**config.mk**
```make
export PLATFORM = sky130hd
export DESIGN_NAME = zero_flag_pipe
export DESIGN_NICKNAME = d
export VERILOG_FILES = /design/src/rtl/zero_flag_pipe.sv
export SDC_FILE = /design/constraint.sdc
export NUM_CORES = 1
export LEC_CHECK = 0
export BUFFER_PORTS_ARGS = -buffer_cell sky130_fd_sc_hd__buf_2
export CELL_PAD_IN_SITES_DETAIL_PLACEMENT = 1
export CELL_PAD_IN_SITES_GLOBAL_PLACEMENT = 1
export CORE_MARGIN = 2
export CORE_UTILIZATION = 25
export CTS_CLUSTER_SIZE = 20
export DETAILED_ROUTE_END_ITERATION = 10
export GPL_TIMING_DRIVEN = 0
export PLACE_DENSITY = 0.67
export SLEW_MARGIN = 20
export SYNTH_ARGS = -nofsm -noshare
export SYNTH_HDL_FRONTEND = slang
export SYNTH_SLANG_ARGS = --single-unit
export TNS_END_PERCENT = 5
```
**constraint.sdc**
```tcl
create_clock -name clk -period 2.9 [get_ports clk]
set_clock_uncertainty 0.05 [all_clocks]
set_input_delay 0.435 -clock clk [delete_from_list [all_inputs] [get_ports clk]]
set_output_delay 0.435 -clock clk [all_outputs]
set_load 0.05 [all_outputs]
```
**src/rtl/zero_flag_pipe.sv**
```systemverilog
// Pipelined zero/negative detector for the ALU result bus: an OR-reduction tree of
// configurable fan-in, with optional per-level registers and architectural Z/N flags.
module zero_flag_pipe #(
  parameter int unsigned WIDTH = 64,
  parameter int unsigned FANIN = 4,
  parameter int unsigned PIPE  = 1
) (
  input  logic             clk,
  input  logic             reset_n,
  input  logic             in_valid,
  input  logic [WIDTH-1:0] in_data,
  input  logic             in_setf,
  input  logic             clear,
  output logic             out_valid,
  output logic             zero,
  output logic             negative,
  output logic             flag_z,
  output logic             flag_n,
  output logic             busy
);

  function automatic int unsigned calc_levels(input int unsigned w, input int unsigned f);
    int unsigned n;
    int unsigned l;
    n = w;
    l = 0;
    while (n > 1) begin
      n = (n + f - 1) / f;
      l = l + 1;
    end
    return l;
  endfunction

  localparam int unsigned LEVELS = calc_levels(WIDTH, FANIN);
  localparam int unsigned STAGES = (PIPE != 0) ? LEVELS : 1;
  localparam int unsigned LAST   = STAGES - 1;

  // One tree level: bit g of the result ORs bits g*FANIN .. g*FANIN+FANIN-1.
  // Bits above the previous level's width are always 0, which pads a short last group.
  function automatic logic [WIDTH-1:0] or_level(input logic [WIDTH-1:0] v);
    logic [WIDTH-1:0] r;
    r = '0;
    for (int unsigned i = 0; i < WIDTH; i++) begin
      r[i / FANIN] = r[i / FANIN] | v[i];
    end
    return r;
  endfunction

  logic [LEVELS-1:0][WIDTH-1:0] src;
  logic                         final_or;

  assign src[0] = in_data;

  for (genvar j = 1; j < LEVELS; j++) begin : g_lvl
    logic [WIDTH-1:0] or_v;
    assign or_v = or_level(src[j-1]);
    if (PIPE != 0) begin : g_pipe
      logic [WIDTH-1:0] d_q;
      always_ff @(posedge clk or negedge reset_n) begin
        if (!reset_n) d_q <= '0;
        else          d_q <= or_v;
      end
      assign src[j] = d_q;
    end else begin : g_comb
      assign src[j] = or_v;
    end
  end

  // The last level is a single group, so a full reduction gives the same result.
  assign final_or = |src[LEVELS-1];

  logic [STAGES-1:0] v_q, v_d, s_q, s_d, n_q, n_d;
  logic              zero_q, zero_d;
  logic              fz_q, fn_q, busy_q;

  // Sideband shift: valid/setf/negative travel with the tree data; payload bits
  // are forced low in any empty stage so the outputs read 0 whenever out_valid is 0.
  always_comb begin
    v_d    = '0;
    s_d    = '0;
    n_d    = '0;
    zero_d = 1'b0;
    v_d[0] = in_valid & ~clear;
    s_d[0] = in_setf;
    n_d[0] = in_data[WIDTH-1];
    for (int unsigned i = 1; i < STAGES; i++) begin
      v_d[i] = v_q[i-1] & ~clear;
      s_d[i] = s_q[i-1];
      n_d[i] = n_q[i-1];
    end
    s_d    = s_d & v_d;
    n_d    = n_d & v_d;
    zero_d = v_d[LAST] & ~final_or;
  end

  always_ff @(posedge clk or negedge reset_n) begin
    if (!reset_n) begin
      v_q    <= '0;
      s_q    <= '0;
      n_q    <= '0;
      zero_q <= 1'b0;
      busy_q <= 1'b0;
    end else begin
      v_q    <= v_d;
      s_q    <= s_d;
      n_q    <= n_d;
      zero_q <= zero_d;
      busy_q <= |v_d;
    end
  end

  // Architectural flags: clear takes priority over a retiring flag-setting result.
  always_ff @(posedge clk or negedge reset_n) begin
    if (!reset_n) begin
      fz_q <= 1'b0;
      fn_q <= 1'b0;
    end else if (clear) begin
      fz_q <= 1'b0;
      fn_q <= 1'b0;
    end else if (v_q[LAST] && s_q[LAST]) begin
      fz_q <= zero_q;
      fn_q <= n_q[LAST];
    end
  end

  assign out_valid = v_q[LAST];
  assign zero      = zero_q;
  assign negative  = n_q[LAST];
  assign flag_z    = fz_q;
  assign flag_n    = fn_q;
  assign busy      = busy_q;

endmodule
```
==> results.yml, run 1 <==
sta:
  final.setup.worst_slack_ps: 1439
  setup_viol_count_final: 0
  report.final.hold_viol_count: 0
  timing.final.crit_share_pct: 50.39
  slew-limit-headroom_pct: 52.18
  final-max-slew-violation-count: 0
  max_freq_mhz: 684.3
  fin_tns_setup_ps: 0
  fin_crit_ps: 1461
  tightest_slew_ps: 717.3
  grt_setup_unrepaired: "false"
cts:
  cts_hold_buffers: 0
  post_cts.resized_instances: 0
  numCtsBuffers: 5
  ctsRootBufferMaster: "sky130_fd_sc_hd__clkbuf_8"
  cts_tree: "built"
  numClockSinks: 33
  path_clk_slew_ps: 70
  clkLatencyLatePin_ps: 280
  h-tree-depth: 2
  clock_tree.buffer_depth: 2
  postCtsSetupRepairBufs: 0
worst_setup_path:
  path_delay_family: "flip-flops"
  cp_data_arrival_time_ps: 980
  critical_path.max_stage_delay_ps: 410
  rr_endpoint: "g_lvl[2].g_pipe.d_q[2]"
  rrSetupSlack_ps: 1820
  worst_path_max_delay_cell: "sky130_fd_sc_hd__dfrtp_1"
  r2r.worst_path.cells: 1
  worstPathRequired_ps: 2410
  worstSetupStartpointType: "flip-flop"
  critPathCaptureType: "primary output"
  r2r-start: "g_lvl[1].g_pipe.d_q[9]"
  classification_of_the_worst_setup_path: "flip-flop to primary output"
  crit_buf_inv: 1
  path_cells: "buf_2"
  crit_path_max_fanout: 5
layout:
  fraction_of_final_layout_cells_with_drive_strength_greater_than_1_pct: 54.55
  insertedDiodeCount: 0
  layout.filler_cells: 489
  syn_to_final_growth_pct: 47.31
  finish.utilization_pct: 37.56
  finalInstanceArea_um2: 1613
  final_net_count: 222
global_routing:
  grt_antenna_before_repair: 0
  grt_pass1_wl_um: 4498
  globalRouteTotalUtil_pct: 12.13
  grt_remaining_overflow: 0
  grt_pass1_vias: 1064
  grt_start_max_net_pins: 34
floorplan:
  design.portCount: 75
  start_util_pct: 25.50
  fp-row-count: 24
  chipWidth_um: 70.18
  coreArea_um2: 4294
  dieArea_um2: 4925
  die_boundary_height_um: 70.18
synth:
  ys_warn_count: 0
  synth.top_cells.by_count: "sky130_fd_sc_hd__dfrtp_1, sky130_fd_sc_hd__or4_1, sky130_fd_sc_hd__and2_1"
  yosys_register_bits: 33
  avgSynthCellArea_um2: 15.21
  netlist_top_cells_area: "sky130_fd_sc_hd__dfrtp_1, sky130_fd_sc_hd__or4_1, sky130_fd_sc_hd__and2_1, sky130_fd_sc_hd__a21bo_2, sky130_fd_sc_hd__nor2b_1"
  mux_cell_area_share_after_synthesis_pct: 0
  yosysUniqueCellTypes: 11
  syn-num-nets: 141
  synth_largest_area_cell: "sky130_fd_sc_hd__dfrtp_1"
  syn-instance-count: 72
  post_synth_xor_area_fraction_pct: 0
  synth.most_common_cell: "sky130_fd_sc_hd__dfrtp_1"
  yosys.area_share.adder_pct: 0
  synth_top_area_share_pct: 75.43
  synth_enable_flop_cells: 0
  combinational_family_with_the_most_area_after_synthesis: "simple AND/OR/NAND/NOR gates"
  post_synth_and_or_nand_nor_area_fraction_pct: 21.83
  async_flop_share_pct: 100.0
  seq_area_frac_synth_pct: 75.43
  synthesis.area_um2: 1095
  synthFlopType: "sky130_fd_sc_hd__dfrtp_1"
  synth-compound-area-share_pct: 2.743
routing:
  wire_length_per_cell_after_detailed_routing_um: 12.80
  route.detailed.vias_per_inst: 4.510
  detail-route-antenna-nets: 0
  dr.first_iter.drc_count: 16
  dr.pass1.iters: 4
  postRouteWirelength_um: 2636
  drc_viols: 0
  vias: 929
run_status:
  run_status: "completed"
placed_design:
  numPortBuffers: 74
  gpl_congestion: 0.7927
  postPlaceCellArea_um2: 1530
  post-place-ws_ps: 1626
  dpl.hpwl_um: 2197
worst_hold_path:
  min_path_type: "input pin to async pin"
power_and_ir_drop:
  power-per-cell-area_nw_per_um2: 531.2
  ir_drop_worst_vdd_v: 0.0001995
  p_leak_uw: 0.0007598
  total_power_uw: 856.8
job:
  maxCapViolations: 0
-- placed cells by master (no fill, tap or decap) --
master / instances
sky130_fd_sc_hd__or4_1: 20
sky130_fd_sc_hd__nand3_1: 2
sky130_fd_sc_hd__nor2b_1: 3
sky130_fd_sc_hd__nor4_1: 1
sky130_fd_sc_hd__clkbuf_1: 1
sky130_fd_sc_hd__clkbuf_8: 5
sky130_fd_sc_hd__and2_1: 6
sky130_fd_sc_hd__clkinv_2: 2
sky130_fd_sc_hd__nor2_1: 1
sky130_fd_sc_hd__dfrtp_1: 33
sky130_fd_sc_hd__buf_2: 74
sky130_fd_sc_hd__a21oi_1: 2
sky130_fd_sc_hd__and2_2: 1
sky130_fd_sc_hd__a21bo_2: 2
sky130_fd_sc_hd__nor3_1: 1
-- through the flow --
stage | cells | hold WS [ps]
after floorplan | 72 | 89.41
after global placement | 198 | 365.6
after detailed placement | 198 | 369.0
after CTS | 206 | 172.8
after global routing | 206 | 205.0
final | 206 | 163.8
-- sequential cells by signal, indices dropped and copies added, names as in the netlist --
register / cells
zero: 1
g_lvl.g_pipe.d_q: 20
v_q: 3
flag_n: 1
busy: 1
flag_z: 1
n_q: 3
s_q: 3
-- worst max path at each step --
stage                            from                      end  slack [ps]  depth (start not counted)
after floorplan                v_q[2]                out_valid        1770                          0
after global placement    in_data[63]  g_lvl[1].g_pipe.d_q[15]        1650                          2
after detailed placement  in_data[45]  g_lvl[1].g_pipe.d_q[11]        1630                          2
after CTS                      v_q[2]                out_valid        1420                          1
after global routing           v_q[2]                out_valid        1380                          1
final                          v_q[2]                out_valid        1440                          1
-- layer usage --
metal	vias to the layer above	share of wire [%]	GRT usage (%)
met5	-	0	0
met4	0	2.3	5.556
li1	427	-	-
met1	447	31	10.87
met2	46	58	22.54
met3	9	8.7	5.916
-- where the power goes --
| part | switching (uW) | internal, uW | leakage [uW] |
|---|---|---|---|
| Sequential | 2.71 | 470 | 0.000358 |
| Combinational | 28.5 | 37.5 | 0.000356 |
| Clock | 152 | 166 | 0.0000450 |
-- area by class of cell --
class                   count  area, um^2  share of cell area, %
flip-flops and latches     33       825.8                  51.20
clock inverters             2       10.01                 0.6206
multi-input cells          39       269.0                  16.68
well taps                  52       65.06                  4.034
clock buffers               6       72.57                  4.500
repair buffers             74       370.4                  22.96
-- kinds of logic after synthesis --
kind of cell       Yosys count
AOI/OAI and AO/OA            4
and+or+nand+nor             35
DFF                         33
Note: power is estimated with default switching activity, not from simulation.
==> run 2: changes to the inputs <==
--- a/config.mk
+++ b/config.mk
@@ -5,6 +5,7 @@
 export SDC_FILE = /design/constraint.sdc
 export NUM_CORES = 1
 export LEC_CHECK = 0
+export ABC_AREA = 1
 export BUFFER_PORTS_ARGS = -buffer_cell sky130_fd_sc_hd__buf_2
 export CELL_PAD_IN_SITES_DETAIL_PLACEMENT = 1
 export CELL_PAD_IN_SITES_GLOBAL_PLACEMENT = 1
@@ -13,7 +14,7 @@
 export CTS_CLUSTER_SIZE = 20
 export DETAILED_ROUTE_END_ITERATION = 10
 export GPL_TIMING_DRIVEN = 0
-export PLACE_DENSITY = 0.67
+export PLACE_DENSITY = 0.72
 export SLEW_MARGIN = 20
 export SYNTH_ARGS = -nofsm -noshare
 export SYNTH_HDL_FRONTEND = slang
==> constraint.sdc (replaced) <==
create_clock -name clk -period 1.3 [get_ports clk]
set_clock_uncertainty 0.05 [all_clocks]
set_input_delay 0.195 -clock clk [delete_from_list [all_inputs] [get_ports clk]]
set_output_delay 0.195 -clock clk [all_outputs]
set_load 0.05 [all_outputs]
==> run 2 against run 1 <==
Clock power grew to 3.1 times the previous value. Sequential share of layout area down 4.2 points. Area after synthesis up 8.9%.
==> results.yml, run 2 <==
global_routing:
  grt_pass1_vias: 1100
  grt_antenna_before_repair: 0
  grt_pass1_wl_um: 4353
  grt_remaining_overflow: 0
  globalRouteTotalUtil_pct: 10.98
  grt_start_max_net_pins: 34
cts:
  numCtsBuffers: 5
  h-tree-depth: 2
  post_cts.resized_instances: 0
  ctsRootBufferMaster: "sky130_fd_sc_hd__clkbuf_8"
  cts_tree: "built"
  numClockSinks: 33
  postCtsSetupRepairBufs: 0
  path_clk_slew_ps: 60
  cts_hold_buffers: 1
  clock_tree.buffer_depth: 2
  clkLatencyLatePin_ps: 280
worst_setup_path:
  critPathCaptureType: "primary output"
  path_cells: "buf_2"
  worstPathRequired_ps: 1050
  path_delay_family: "flip-flops"
  worstSetupStartpointType: "flip-flop"
  crit_path_max_fanout: 2
  classification_of_the_worst_setup_path: "flip-flop to primary output"
  critical_path.max_stage_delay_ps: 350
  worst_path_max_delay_cell: "sky130_fd_sc_hd__dfrtp_1"
  crit_buf_inv: 1
  cp_data_arrival_time_ps: 890
sta:
  fin_tns_setup_ps: 0
  report.final.hold_viol_count: 0
  max_freq_mhz: 880.1
  grt_setup_unrepaired: "false"
  fin_crit_ps: 1136
  tightest_slew_ps: 711.5
  timing.final.crit_share_pct: 87.40
  setup_viol_count_final: 0
  slew-limit-headroom_pct: 52.57
  final-max-slew-violation-count: 0
power_and_ir_drop:
  power-per-cell-area_nw_per_um2: 1261
  swShare_pct: 20.24
  net-switching-power_uw: 448.4
  power_frac_comb_pct: 8.2
  ir_drop_worst_vdd_v: 0.0004342
  p_leak_uw: 0.0008872
  internal_power_uw: 1767
  clock_power_share_pct: 44.2
  seq_power_share_pct: 47.6
  total_power_uw: 2215
placed_design:
  postPlaceCellArea_um2: 1630
  numPortBuffers: 74
  gpl_congestion: 0.6674
  dpl.hpwl_um: 2045
  dp.cells: 257
layout:
  layout.filler_cells: 563
  final_net_count: 280
  finish.utilization_pct: 37.69
  leading_cell_type_in_the_layout_fill_and_taps_excluded: "sky130_fd_sc_hd__buf_2"
  largest_register_ff_count: 20
  regMostFlops: "g_lvl.g_pipe.d_q"
  register_area_um2: 825.8
  insertedDiodeCount: 0
  layout_common_cells: "sky130_fd_sc_hd__buf_2, sky130_fd_sc_hd__nor2_1, sky130_fd_sc_hd__dfrtp_1"
  fraction_of_final_layout_cells_with_drive_strength_greater_than_1_pct: 39.15
  multiInputGateArea_um2: 321.6
  finalInstanceArea_um2: 1757
  syn_to_final_growth_pct: 47.32
  final-instance-count-excl-fill: 266
run_status:
  run_status: "completed"
synth:
  ys_warn_count: 0
  syn-num-nets: 198
  synth.most_common_cell: "sky130_fd_sc_hd__nor2_1"
  async_flop_share_pct: 100.0
  synth.top_cells.by_count: "sky130_fd_sc_hd__nor2_1, sky130_fd_sc_hd__dfrtp_1, sky130_fd_sc_hd__nand2_1"
  synth_enable_flop_cells: 0
  synth_top_area_share_pct: 69.25
  yosys_register_bits: 33
  seq_area_frac_synth_pct: 69.25
  synthesis.area_um2: 1192
  syn-instance-count: 129
  yosysUniqueCellTypes: 7
  synth_largest_area_cell: "sky130_fd_sc_hd__dfrtp_1"
  avgSynthCellArea_um2: 9.243
  netlist_top_cells_area: "sky130_fd_sc_hd__dfrtp_1, sky130_fd_sc_hd__nor2_1, sky130_fd_sc_hd__nand2_1, sky130_fd_sc_hd__inv_1, sky130_fd_sc_hd__nand3_1"
  synthFlopType: "sky130_fd_sc_hd__dfrtp_1"
routing:
  postRouteWirelength_um: 2615
  route.detailed.vias_per_inst: 4.056
  vias: 1079
  dr.pass1.iters: 4
  wire_length_per_cell_after_detailed_routing_um: 9.831
  drc_viols: 0
  detail-route-antenna-nets: 0
  dr.first_iter.drc_count: 32
floorplan:
  design.portCount: 75
  chipWidth_um: 73.06
  start_util_pct: 25.58
  fp-row-count: 25
  coreArea_um2: 4661
  die_boundary_height_um: 73.06
  dieArea_um2: 5338
worst_hold_path:
  min_path_type: "input pin to flip-flop"
job:
  maxCapViolations: 0
-- run 2: cell types whose count changed in the layout (fill, tap and decap cells not counted), sizes merged, moves of 2 or more --
cell	before	now
clkinv	2	0
a21oi	2	0
a21bo	2	0
nor2b	3	0
nand2	0	30
and2	7	0
inv	0	12
or4	20	0
nor2	1	51
-- run 2: power by group through the flow --
stage	Combinational, uW	Clock, uW	Sequential, uW
floorplan	40.5	0	1090
global placement	178	0	1070
detailed placement	185	0	1070
CTS	187	1020	1050
global route	210	1080	1060
finish	182	978	1050
-- run 2: worst paths after layout --
check | endpoint | cells past startpoint | start | slack [ps]
worst max-delay path | out_valid | 1 | v_q[2] | 160
worst min-delay path | g_lvl[1].g_pipe.d_q[6] | 3 | in_data[24] | 40
worst max register to register | flag_z | 4 | v_q[2] | 440
worst min register to register | g_lvl[2].g_pipe.d_q[0] | 2 | g_lvl[1].g_pipe.d_q[1] | 380
max in group asynchronous | v_q[0] | 2 | reset_n | 290
min in group asynchronous | g_lvl[1].g_pipe.d_q[5] | 2 | reset_n | 450
-- run 2: area by class of cell --
| type | count | share of cell area, % |
|---|---|---|
| flip-flops and latches | 33 | 47.01 |
| clock buffers | 7 | 4.915 |
| multi-input cells | 84 | 18.30 |
| well taps | 54 | 3.846 |
| repair buffers | 75 | 21.65 |
| clock inverters | 1 | 1.709 |
| inverters | 12 | 2.564 |
-- run 2: kinds of logic after synthesis --
| family | share of synthesized area [%] |
|---|---|
| buf+inv | 3.777 |
| simple gates | 26.97 |
| flops | 69.25 |
-- run 2: per-stage QoR --
stage               setup slack, ps  hold WS, ps
detailed placement            433.9        243.8
finish                        163.8        42.58
floorplan                     245.8       -150.6
global route                  116.1        32.06
global placement              474.3        237.8
CTS                           141.4        31.66
-- run 2: layer usage --
| layer | global-route usage [%] | vias to the layer above | share of wire [%] |
|---|---|---|---|
| met1 | 10.31 | 491 | 37 |
| li1 | - | 543 | - |
| met3 | 4.144 | 2 | 7.9 |
| met4 | 4.938 | 0 | 0.99 |
| met5 | 0 | - | 0 |
| met2 | 20.72 | 43 | 54 |
==> run 3: changes to the inputs <==
--- a/config.mk
+++ b/config.mk
@@ -10,11 +10,12 @@
 export CELL_PAD_IN_SITES_DETAIL_PLACEMENT = 1
 export CELL_PAD_IN_SITES_GLOBAL_PLACEMENT = 1
 export CORE_MARGIN = 2
-export CORE_UTILIZATION = 25
+export CORE_UTILIZATION = 26
 export CTS_CLUSTER_SIZE = 20
 export DETAILED_ROUTE_END_ITERATION = 10
 export GPL_TIMING_DRIVEN = 0
-export PLACE_DENSITY = 0.72
+export PLACE_DENSITY = 0.74
+export SETUP_SLACK_MARGIN = 0.3
 export SLEW_MARGIN = 20
 export SYNTH_ARGS = -nofsm -noshare
 export SYNTH_HDL_FRONTEND = slang
==> run 3 against run 2 <==
First-iteration DRC count is 59% higher. Sequential share of layout area up 0.24 points. The flow now finishes with violations (negative hold slack). Worst setup slack improved by 55 ps. Sequential power barely moved. Register-to-register slack about the same. Core utilization is 2.2 points higher. Final area is 0.36% lower. Fmax is 5.1% higher. Final cell count shrank 0.75%. Die area shrank 3.6%. Highest routed layer unchanged.
==> results.yml, run 3 (same netlist as run 2, synthesis figures left out) <==
floorplan:
  start_util_pct: 27.20
  design.portCount: 75
  coreArea_um2: 4384
  dieArea_um2: 5144
  fp-row-count: 24
  die_boundary_height_um: 71.72
  chipWidth_um: 71.72
worst_setup_path:
  worstPathRequired_ps: 1050
  cp_data_arrival_time_ps: 840
  crit_buf_inv: 1
  path_delay_family: "flip-flops"
  classification_of_the_worst_setup_path: "flip-flop to primary output"
  critPathCaptureType: "primary output"
  critical_path.max_stage_delay_ps: 410
  crit_path_max_fanout: 2
  worst_path_max_delay_cell: "sky130_fd_sc_hd__dfrtp_2"
  worstSetupStartpointType: "flip-flop"
  path_cells: "buf_6"
layout:
  finish.utilization_pct: 39.93
  register_area_um2: 827.0
  leading_cell_type_in_the_layout_fill_and_taps_excluded: "sky130_fd_sc_hd__buf_2"
  largest_register_ff_count: 20
  multiInputGateArea_um2: 321.6
  finalInstanceArea_um2: 1750
  insertedDiodeCount: 0
  layout.filler_cells: 543
  syn_to_final_growth_pct: 46.80
  regMostFlops: "g_lvl.g_pipe.d_q"
  final_net_count: 280
  fraction_of_final_layout_cells_with_drive_strength_greater_than_1_pct: 39.15
  layout_common_cells: "sky130_fd_sc_hd__buf_2, sky130_fd_sc_hd__nor2_1, sky130_fd_sc_hd__dfrtp_1"
routing:
  vias: 1079
  detail-route-antenna-nets: 0
  dr.pass1.iters: 3
  postRouteWirelength_um: 2439
  dr.first_iter.drc_count: 51
  route.detailed.vias_per_inst: 4.087
  drc_viols: 0
  wire_length_per_cell_after_detailed_routing_um: 9.239
placed_design:
  postPlaceCellArea_um2: 1629
  gpl_congestion: 0.6884
  numPortBuffers: 74
  dpl.hpwl_um: 1992
  post-place-ws_ps: 413.0
sta:
  timing.final.crit_share_pct: 83.20
  max_freq_mhz: 924.5
  final-max-slew-violation-count: 0
  report.final.hold_viol_count: 33
  fin_tns_setup_ps: 0
  grt_setup_unrepaired: "true"
  final.setup.worst_slack_ps: 218.4
  slew-limit-headroom_pct: 52.89
  finalHoldWorstSlack_ps: -82.76
  tightest_slew_ps: 706.7
  setup_viol_count_final: 0
  fin_crit_ps: 1082
cts:
  clock_tree.buffer_depth: 2
  h-tree-depth: 2
  path_clk_slew_ps: 60
  numClockSinks: 33
  clkLatencyLatePin_ps: 270
  cts_tree: "built"
  numCtsBuffers: 5
  ctsRootBufferMaster: "sky130_fd_sc_hd__clkbuf_8"
global_routing:
  grt_pass1_wl_um: 4498
  grt_antenna_before_repair: 0
  globalRouteTotalUtil_pct: 11.28
  grt_remaining_overflow: 0
  grt_pass1_vias: 1123
  grt_start_max_net_pins: 34
power_and_ir_drop:
  clock_power_share_pct: 36.3
  internal_power_uw: 1523
  p_leak_uw: 0.0008715
  ir_drop_worst_vdd_v: 0.0003270
  power-per-cell-area_nw_per_um2: 1110
  net-switching-power_uw: 419.2
  power_frac_comb_pct: 9.4
  swShare_pct: 21.58
  seq_power_share_pct: 54.3
run_status:
  run_status: "finished with violations"
  failed_checks: "negative hold slack"
job:
  maxCapViolations: 0
worst_hold_path:
  min_path_type: "input pin to async pin"
[run 3: cell count changes in the layout (fill, tap and decap cells not counted), sizes merged]
cell,before,now
dlygate4sd3,1,0
buf,74,75
bufinv,1,0
clkbuf,7,8
[run 3: cell type report]
cell class                      count  area share [%]
Inverter                           12           2.573
Tap cell                           52           3.717
Clock buffer                        8           4.575
Multi-Input combinational cell     84           18.37
Sequential cell                    33           47.25
Timing Repair Buffer               75           23.52
[run 3: power by group through the flow]
stage	logic (uW)	clock network (uW)	registers, uW
floorplan	40.5	0	1090
global placement	179	0	1070
detailed placement	184	0	1070
CTS	187	744	1060
global route	212	781	1060
finish	182	705	1060
[run 3: metal layers]
layer	up-vias	global-route usage, %	share of wire (%)
met5	-	0	0
met4	0	6.289	1.8
met3	6	3.797	9.0
met2	49	19.34	50
met1	481	12.15	39
li1	543	-	-
[run 3: through the flow]
| stage | instances | power, uW |
|---|---|---|
| 6_report | 264 | 1943 |
| 5_1_grt | 264 | 2049 |
| 4_1_cts | 263 | 1987 |
| 3_5_place_dp | 255 | 1258 |
| 3_3_place_gp | 255 | 1251 |
| 2_1_floorplan | 129 | 1126 |
[run 3: worst paths after layout]
path,from,to,slack [ps],cells after the start
worst max-delay path,v_q[2],out_valid,220,1
worst min-delay path,reset_n,n_q[2],-80,1
worst max register to register,v_q[2],flag_n,450,4
worst min register to register,g_lvl[1].g_pipe.d_q[9],g_lvl[2].g_pipe.d_q[2],380,2
max in group asynchronous,reset_n,v_q[2],790,1
min in group clk,in_data[48],g_lvl[1].g_pipe.d_q[12],50,3
[run 3: timing repair]
item                       in CTS  in global routing
gates resized for setup        11                  0
buffers inserted                0                  1
setup endpoints to repair       6                  6
hold endpoints to repair       33                 33
